`src/rtl/scan_register_bank.sv`:
```
// scan_register_bank: WIDTH-bit scannable register with hold, parallel load,
// serial scan shift and synchronous clear modes, plus a modulo-WIDTH shift
// counter that flags each completed full-width scan.
// Optional feature macro: SCAN_PARITY_EN adds a registered even-parity output.
//
// Output signalling: scan_done is a one-cycle strobe with no back-pressure.
// It is high in the cycle that follows the WIDTH-th accumulated shift edge,
// and any consumer must sample it in that cycle.
module scan_register_bank #(
  parameter int               WIDTH     = 8,
  parameter logic [WIDTH-1:0] RESET_VAL = '0,
  localparam int              CW        = $clog2(WIDTH)
) (
  input  logic             clk,
  input  logic             rst,
  input  logic [1:0]       mode,
  input  logic [WIDTH-1:0] d0,
  input  logic             d1,
  output logic [WIDTH-1:0] q,
  output logic             scan_out,
  output logic [CW-1:0]    shift_cnt,
  output logic             scan_done
`ifdef SCAN_PARITY_EN
  ,
  output logic             parity
`endif
);

  localparam logic [1:0] MODE_HOLD  = 2'b00;
  localparam logic [1:0] MODE_LOAD  = 2'b01;
  localparam logic [1:0] MODE_SHIFT = 2'b10;
  localparam logic [1:0] MODE_CLEAR = 2'b11;

  localparam logic [CW-1:0] CNT_LAST = CW'(WIDTH - 1);

  logic [WIDTH-1:0] q_q, q_d;
  logic [CW-1:0]    cnt_q, cnt_d;
  logic             done_q, done_d;

  // Next-state selection for data, shift counter and completion strobe.
  always_comb begin
    q_d    = q_q;
    cnt_d  = cnt_q;
    done_d = 1'b0;
    case (mode)
      MODE_HOLD: begin
        q_d   = q_q;
        cnt_d = cnt_q;
      end
      MODE_LOAD: begin
        q_d   = d0;
        cnt_d = '0;
      end
      MODE_SHIFT: begin
        q_d = {q_q[WIDTH-2:0], d1};
        if (cnt_q == CNT_LAST) begin
          cnt_d  = '0;
          done_d = 1'b1;
        end else begin
          cnt_d = cnt_q + CW'(1);
        end
      end
      MODE_CLEAR: begin
        // Clear writes zero, deliberately not RESET_VAL.
        q_d   = '0;
        cnt_d = '0;
      end
      default: begin
        // Unknown mode poisons the state so the problem is visible in simulation.
        q_d   = 'x;
        cnt_d = 'x;
      end
    endcase
  end

  // State registers with immediate asynchronous reset.
  always_ff @(posedge clk or negedge rst) begin
    if (!rst) begin
      q_q    <= RESET_VAL;
      cnt_q  <= '0;
      done_q <= 1'b0;
    end else begin
      q_q    <= q_d;
      cnt_q  <= cnt_d;
      done_q <= done_d;
    end
  end

`ifdef SCAN_PARITY_EN
  logic parity_q;

  // Parity follows the next value of q so it always matches ^q in the same cycle.
  always_ff @(posedge clk or negedge rst) begin
    if (!rst) begin
      parity_q <= ^RESET_VAL;
    end else begin
      parity_q <= ^q_d;
    end
  end

  assign parity = parity_q;
`endif

  assign q         = q_q;
  assign shift_cnt = cnt_q;
  assign scan_done = done_q;
  // The downstream stage captures the pre-edge MSB on each shift edge.
  assign scan_out  = q_q[WIDTH-1];

endmodule
```
`config.mk`:
```
export PLATFORM = sky130hd
export DESIGN_NAME = scan_register_bank
export DESIGN_NICKNAME = d
export VERILOG_FILES = /design/src/rtl/scan_register_bank.sv
export SDC_FILE = /design/constraint.sdc
export NUM_CORES = 1
export LEC_CHECK = 0
export CORE_MARGIN = 5
export CORE_UTILIZATION = 42
export DETAILED_ROUTE_END_ITERATION = 12
export GPL_TIMING_DRIVEN = 0
export PLACE_DENSITY = 0.81
export SYNTH_ARGS = -nofsm -noshare
export SYNTH_HDL_FRONTEND = slang
export SYNTH_SLANG_ARGS = --single-unit
```
`constraint.sdc`:
```
create_clock -name clk -period 2.2 [get_ports clk]
set_input_delay 0.55 -clock clk [delete_from_list [all_inputs] [get_ports clk]]
set_output_delay 0.55 -clock clk [all_outputs]
set_load 0.05 [all_outputs]
```
==> results of run 1 <==
[power breakdown]
part           switching [uW]  internal [uW]  leakage, uW  total, uW
Combinational             101           72.4     0.000217        174
Clock                    76.4            101    0.0000210        177
Sequential               14.4            237     0.000158        251
[cell usage in the layout (no fill, tap or decap)]
cell type	netlist	final
a21oi_2	1	1
buf_1	1	1
buf_2	1	1
buf_4	1	1
buf_6	1	1
clkbuf_4	0	3
clkbuf_8	0	1
clkdlybuf4s50_1	0	25
dfrtp_1	12	12
ha_1	2	2
mux2i_1	10	10
nand2_1	1	1
nand2b_1	1	1
nor2_1	3	3
nor2b_1	1	1
o2bb2ai_1	8	8
or3b_1	1	1
[layout make-up]
type / instances / area [um^2] / area share
plain buffers: 4 / 27.53 / 0.03152
multi-input cells: 28 / 240.2 / 0.2751
well taps: 15 / 18.77 / 0.02149
clock buffers: 4 / 36.28 / 0.04155
repair buffers: 25 / 250.2 / 0.2865
flip-flops and latches: 12 / 300.3 / 0.3438
[tightest hold or removal path, stage by stage (launching register included)]
cell	delay, ps
dfrtp_1	370
mux2i_1	70
nor2_1	80
[flip-flops by register name, summed over array words and instances (netlist names)]
signal / cells
q: 8
scan_done: 1
shift_cnt: 3
[cells by family (layout without fill, tap and decap cells)]
logic type | count (synthesis) | count (layout) | share of synthesized area
buf+inv | 4 | 33 | 0.04845
flops | 12 | 12 | 0.5286
mux | 10 | 10 | 0.1762
compound gates | 9 | 9 | 0.1388
fa+ha+maj | 2 | 2 | 0.04405
simple gates | 7 | 7 | 0.06389
[through the flow]
step	power (uW)	worst slack (ps)	cells	hold WS [ps]	area [um^2]
after global routing	626.3	55.14	88	601.6	873.3
after floorplan	356.6	615.0	44	254.4	568.0
after global placement	428.0	422.4	84	532.5	837.1
after detailed placement	430.3	411.3	84	542.5	837.1
final	601.8	122.1	88	555.9	873.3
after CTS	605.6	108.4	88	564.0	873.3
[how the worst max path moves through the flow]
stage / start / end / slack [ps] / depth (start not counted)
floorplan: shift_cnt[0]$_DFFE_PN0P_ / shift_cnt[0]$_DFFE_PN0P_ / 610 / 4
global placement: q[7]$_DFFE_PN0P_ / q[7] / 420 / 2
detailed placement: q[7]$_DFFE_PN0P_ / q[7] / 410 / 2
CTS: q[7]$_DFFE_PN0P_ / q[7] / 110 / 2
global route: q[7]$_DFFE_PN0P_ / q[7] / 60 / 2
finish: q[7]$_DFFE_PN0P_ / q[7] / 120 / 2
[layer usage]
| metal | global-route usage | wire, um | vias to the layer above |
|---|---|---|---|
| met2 | 0.2466 | 636 | 22 |
| met3 | 0.04598 | 105 | 2 |
| met1 | 0.1659 | 522 | 223 |
| met4 | 0.08287 | 10 | 0 |
| met5 | 0 | 0 | - |
| li1 | - | - | 218 |
==> metrics.md, run 1 <==
| Metric | Value |
|---|---|
| CTS HTree Levels | 1 |
| Fin. max-slew vios | 0 |
| Drt initial violations | 3 |
| Share of the synthesized area in the top cell type | 0.5286 |
| Crit path cell chain | buf_4, clkdlybuf4s50_1 |
| Core Util, Final | 0.6796 |
| Reg2reg start | shift_cnt[0]$_DFFE_PN0P_ |
| CP bufs+invs | 2 |
| Endpoint class of the critical path | output port |
| Setup_tns | 0 ps |
| Layout cell share with drive strength beyond 1 | 0.1096 |
| Fmax | 481.2 MHz |
| Final clock skew | approximately 1.9 ps |
| Min-Delay Path Depth | 2 |
| Synth Instances | 44 |
| CP arrival | 1530 ps |
| Sequential share of the synthesized area | 0.5286 |
| Number of global-route vias before repair | 520 |
| RSZ-0062 raised after global routing | false |
| Critical path peak fanout | 3 |
| Clk_lat worst skew | about 270 ps |
| CP max stage cell | clkdlybuf4s50_1 |
| P per Cell Area | about 700 mW/mm^2 |
| Ys Warns | 0 |
| Syn_nets | 59 |
| First drt pass iteration count | 4 |
| Max stage delay on crit path | approximately 800 ps |
| Fraction of registers with async set/reset | 1.000 |
| Post-DRT Antenna Nets | 0 |
| GP Congestion | 0.7222 |
| Final Hold Fails | 0 |
| Min cycle time layout | between 2000 and 2500 ps |
| Synthesized flop and latch total | 12 |
| Fill cell count | approximately 100 |
| Synth Area per Inst | roughly 13 um^2 |
| Largest net degree at the start of global routing | 13 |
| Setup-failing EPs final | 0 |
| Full die area | between 0.002 and 0.0025 mm^2 |
| Vias/cell | around 5.3 |
| Internal reg-to-reg setup slack | ~800 ps |
| Kind of start point of the critical path | flip-flop |
| Worst reg2reg path depth | 4 |
| Clock-pin slew on the worst setup and hold paths | around 80 ps |
| Crit Reg-Reg Endpoint | shift_cnt[0]$_DFFE_PN0P_ |
| Min-delay worst type | flip-flop to flip-flop |
| Num CTS Buffers | 3 |
| Vias | roughly 470 |
| First-pass GRT wire length | ~2.2 mm |
| I/O pins | 26 |
| Drt total wl | approximately 1.3 mm |
| Top cells by area, synth | dfrtp_1 53%, mux2i_1 18%, o2bb2ai_1 12% |
| Leakage | approximately 0.0004 uW |
| Post-CTS Setup Bufs | 0 |
| DRC viols | 0 |
| Least-Margin Pin Slew | 540.7 ps |
| Layout area overhead | 53.74% |
| Top cell family by delay on the critical path | buffers and inverters |
| Ant diodes | 0 |
| # rows | 13 |
| Post-synth top flop | dfrtp_1 |
| Root Buffer | clkbuf_4 |
| Post-synth EDFFs | 0 |
| Status | finished, final reports clean |
| Synth top cells by count | 12 x dfrtp_1, 10 x mux2i_1, 8 x o2bb2ai_1 |
| GRT Util Overall | 0.1476 |
| Starting density of the core | 0.4421 |
| CP Class | flip-flop to output port |
| DP HPWL | around 930 um |
| CP Data Required Time | 1650 ps |
| Hold path start | shift_cnt[1]$_DFFE_PN0P_ |
| Synth area leader | dfrtp_1 |
| GRT overflow | 0 |
| WHS Endpoint | shift_cnt[1]$_DFFE_PN0P_ |
| Max VDD drop | between 0.3 and 0.4 mV |
| Clock sinks | 12 |
| Most common cell in the synthesized netlist | dfrtp_1 |
| Final net count | between 80 and 90 |
| Slew headroom | 0.6384 |
| Initial antenna violation count | 0 |
| CTS Buffer Depth | 2 |
| Netlist cell types | 14 |
| Period utilization | 0.9445 |
| Core area | around 0.0013 mm^2 |
| IO buf count | 25 |
| Cts hold-fix bufs | 0 |
| Post-synthesis cell area | between 500 and 600 um^2 |
| Post_cts resized | 0 |
| Avg WL per Cell | between 10 and 15 um |
| Maxcap violations | 0 |
| Chip height | ~47 um |
| Die width | between 40 and 50 um |
| CTS tree | done |
(Power assumes the default switching activity.)
==> inputs of run 2 (changes only) <==
--- a/config.mk
+++ b/config.mk
@@ -6,10 +6,11 @@
 export NUM_CORES = 1
 export LEC_CHECK = 0
 export CORE_MARGIN = 5
-export CORE_UTILIZATION = 42
+export CORE_UTILIZATION = 30
+export CTS_CLUSTER_DIAMETER = 150
 export DETAILED_ROUTE_END_ITERATION = 12
 export GPL_TIMING_DRIVEN = 0
-export PLACE_DENSITY = 0.81
+export SLEW_MARGIN = 15
 export SYNTH_ARGS = -nofsm -noshare
 export SYNTH_HDL_FRONTEND = slang
 export SYNTH_SLANG_ARGS = --single-unit
==> run 2 against run 1 <==
- critical path depth unchanged
- register-to-register slack about the same
- global-route usage shrank 4.6 points
- largest power group unchanged
==> metrics.md, run 2 (synthesis results as in run 1) <==
| Metric | Value |
|---|---|
| CP Class | flip-flop to output port |
| Vias | ~450 |
| Crit Reg-Reg Endpoint | shift_cnt[0]$_DFFE_PN0P_ |
| DP HPWL | 955.8 um |
| CP Data Required Time | between 1500 and 2000 ps |
| GP Congestion | 0.6604 |
| Min-Delay Path Depth | 2 |
| Least-Margin Pin Slew | between 500 and 600 ps |
| GRT overflow | 0 |
| Gr busiest metal | met2 |
| M1 GR Usage | 0.1380 |
| Fin. max-slew vios | 0 |
| CTS HTree Levels | 1 |
| Fmax | ~480 MHz |
| GRT Util Overall | 0.1020 |
| Maxcap violations | 0 |
| WHS Endpoint | shift_cnt[1]$_DFFE_PN0P_ |
| Post_cts resized | 0 |
| I/O pins | 26 |
| Final clock skew | between 2 and 2.5 ps |
| # rows | 15 |
| Avg WL per Cell | 12.89 um |
| Commonest non-fill, non-tap cell in the layout | clkdlybuf4s50_1 |
| Clock power frac | 0.291 |
| Int Power | around 410 uW |
| Slew headroom | 0.6420 |
| IO buf count | 25 |
| Worst reg2reg path depth | 4 |
| Final net count | between 80 and 90 |
| Vias/cell | 4.551 |
| Post-CTS Setup Bufs | 0 |
| Largest register FFs | 8 |
| Starting density of the core | 0.3220 |
| Largest net degree at the start of global routing | 13 |
| CP arrival | roughly 1500 ps |
| Reg2reg start | shift_cnt[0]$_DFFE_PN0P_ |
| P per Cell Area | 675.5 mW/mm^2 |
| First drt pass iteration count | 1 |
| Setup-failing EPs final | 0 |
| Met3 usage | 0.03099 |
| Chip height | between 50 and 60 um |
| Drt initial violations | 0 |
| Post-DRT Antenna Nets | 0 |
| Core Util, Final | 0.5021 |
| Clk_lat worst skew | between 200 and 300 ps |
| Min cycle time layout | roughly 2100 ps |
| CTS Buffer Depth | 2 |
| Core area | about 0.0018 mm^2 |
| Number of global-route vias before repair | roughly 470 |
| Critical path peak fanout | 3 |
| Max VDD drop | a little under 0.3 mV |
| Endpoint class of the critical path | output port |
| Status | finished, final reports clean |
| Root Buffer | clkbuf_4 |
| Hold path start | shift_cnt[1]$_DFFE_PN0P_ |
| Num CTS Buffers | 3 |
| Sw frac | 0.3158 |
| Clock-pin slew on the worst setup and hold paths | 80 ps |
| Min-delay worst type | flip-flop to flip-flop |
| Internal reg-to-reg setup slack | 810 ps |
| Final Hold Fails | 0 |
| Full die area | around 0.0029 mm^2 |
| Drt total wl | around 1.3 mm |
| Ant diodes | 0 |
| Layout cell share with drive strength beyond 1 | 0.1096 |
| Period utilization | 0.9474 |
| Setup_tns | 0 ps |
| First-pass GRT wire length | 2.111 mm |
| Sequential share of power | 0.419 |
| Cts hold-fix bufs | 0 |
| CTS tree | done |
| Initial antenna violation count | 0 |
| Leakage | between 0.0003 and 0.0004 uW |
| Clock sinks | 12 |
| Met2 Usage GRT | 0.1449 |
| Layout area overhead | 55.95% |
| Comb power frac | 0.290 |
| Kind of start point of the critical path | flip-flop |
| Switching Power | ~190 uW |
| DRC viols | 0 |
| RSZ-0062 raised after global routing | false |
| Most frequent cells in the layout | 25 x clkdlybuf4s50_1, 12 x dfrtp_1, 10 x mux2i_1 |
| Die width | 53.52 um |
==> run 2: cell counts in the layout (fill, tap and decap cells not counted) <==
No cell type changed its count.
==> run 2: layout make-up <==
class,instances,area (um^2)
fillers,180,878.3
multi-input cells,28,240.2
repair buffers,25,250.2
flip-flops and latches,12,300.3
clock buffers,4,36.28
plain buffers,4,27.53
well taps,25,31.28
==> run 2: power by group through the flow <==
| stage | Combinational, uW | Clock, uW | Sequential (uW) |
|---|---|---|---|
| global placement | 174 | 0 | 255 |
| CTS | 176 | 180 | 251 |
| detailed placement | 175 | 0 | 256 |
| floorplan | 45.8 | 0 | 311 |
| global route | 184 | 190 | 254 |
| finish | 173 | 174 | 251 |
==> run 2: worst max-delay path by stage <==
stage	cells after the start	endpoint	start	slack, ps
floorplan	4	shift_cnt[0]$_DFFE_PN0P_	shift_cnt[0]$_DFFE_PN0P_	610
finish	2	q[7]	q[7]$_DFFE_PN0P_	120
detailed placement	2	q[7]	q[7]$_DFFE_PN0P_	400
global route	2	q[7]	q[7]$_DFFE_PN0P_	70
CTS	2	q[7]	q[7]$_DFFE_PN0P_	90
global placement	2	q[7]	q[7]$_DFFE_PN0P_	410
==> run 2: worst max-delay path: stages (launching register included) <==
cell,delay (ps)
dfrtp_1,370
buf_4,110
clkdlybuf4s50_1,790
==> run 2: per-stage QoR <==
stage	total power, uW	setup WS [ps]	cells	area (um^2)	hold slack (ps)
3_5_place_dp	430.5	400.6	94	849.6	542.9
2_1_floorplan	356.6	615.0	44	568.0	254.4
3_3_place_gp	429.4	412.0	94	849.6	529.6
5_1_grt	628.2	67.31	98	885.9	608.6
6_report	598.4	115.6	98	885.9	562.4
4_1_cts	607.4	89.42	98	885.9	564.2
==> run 2: routing by layer <==
metal,wire [um],vias to the layer above
met2,541,17
met4,12,0
met1,609,209
met3,99,2
met5,0,-
li1,-,218
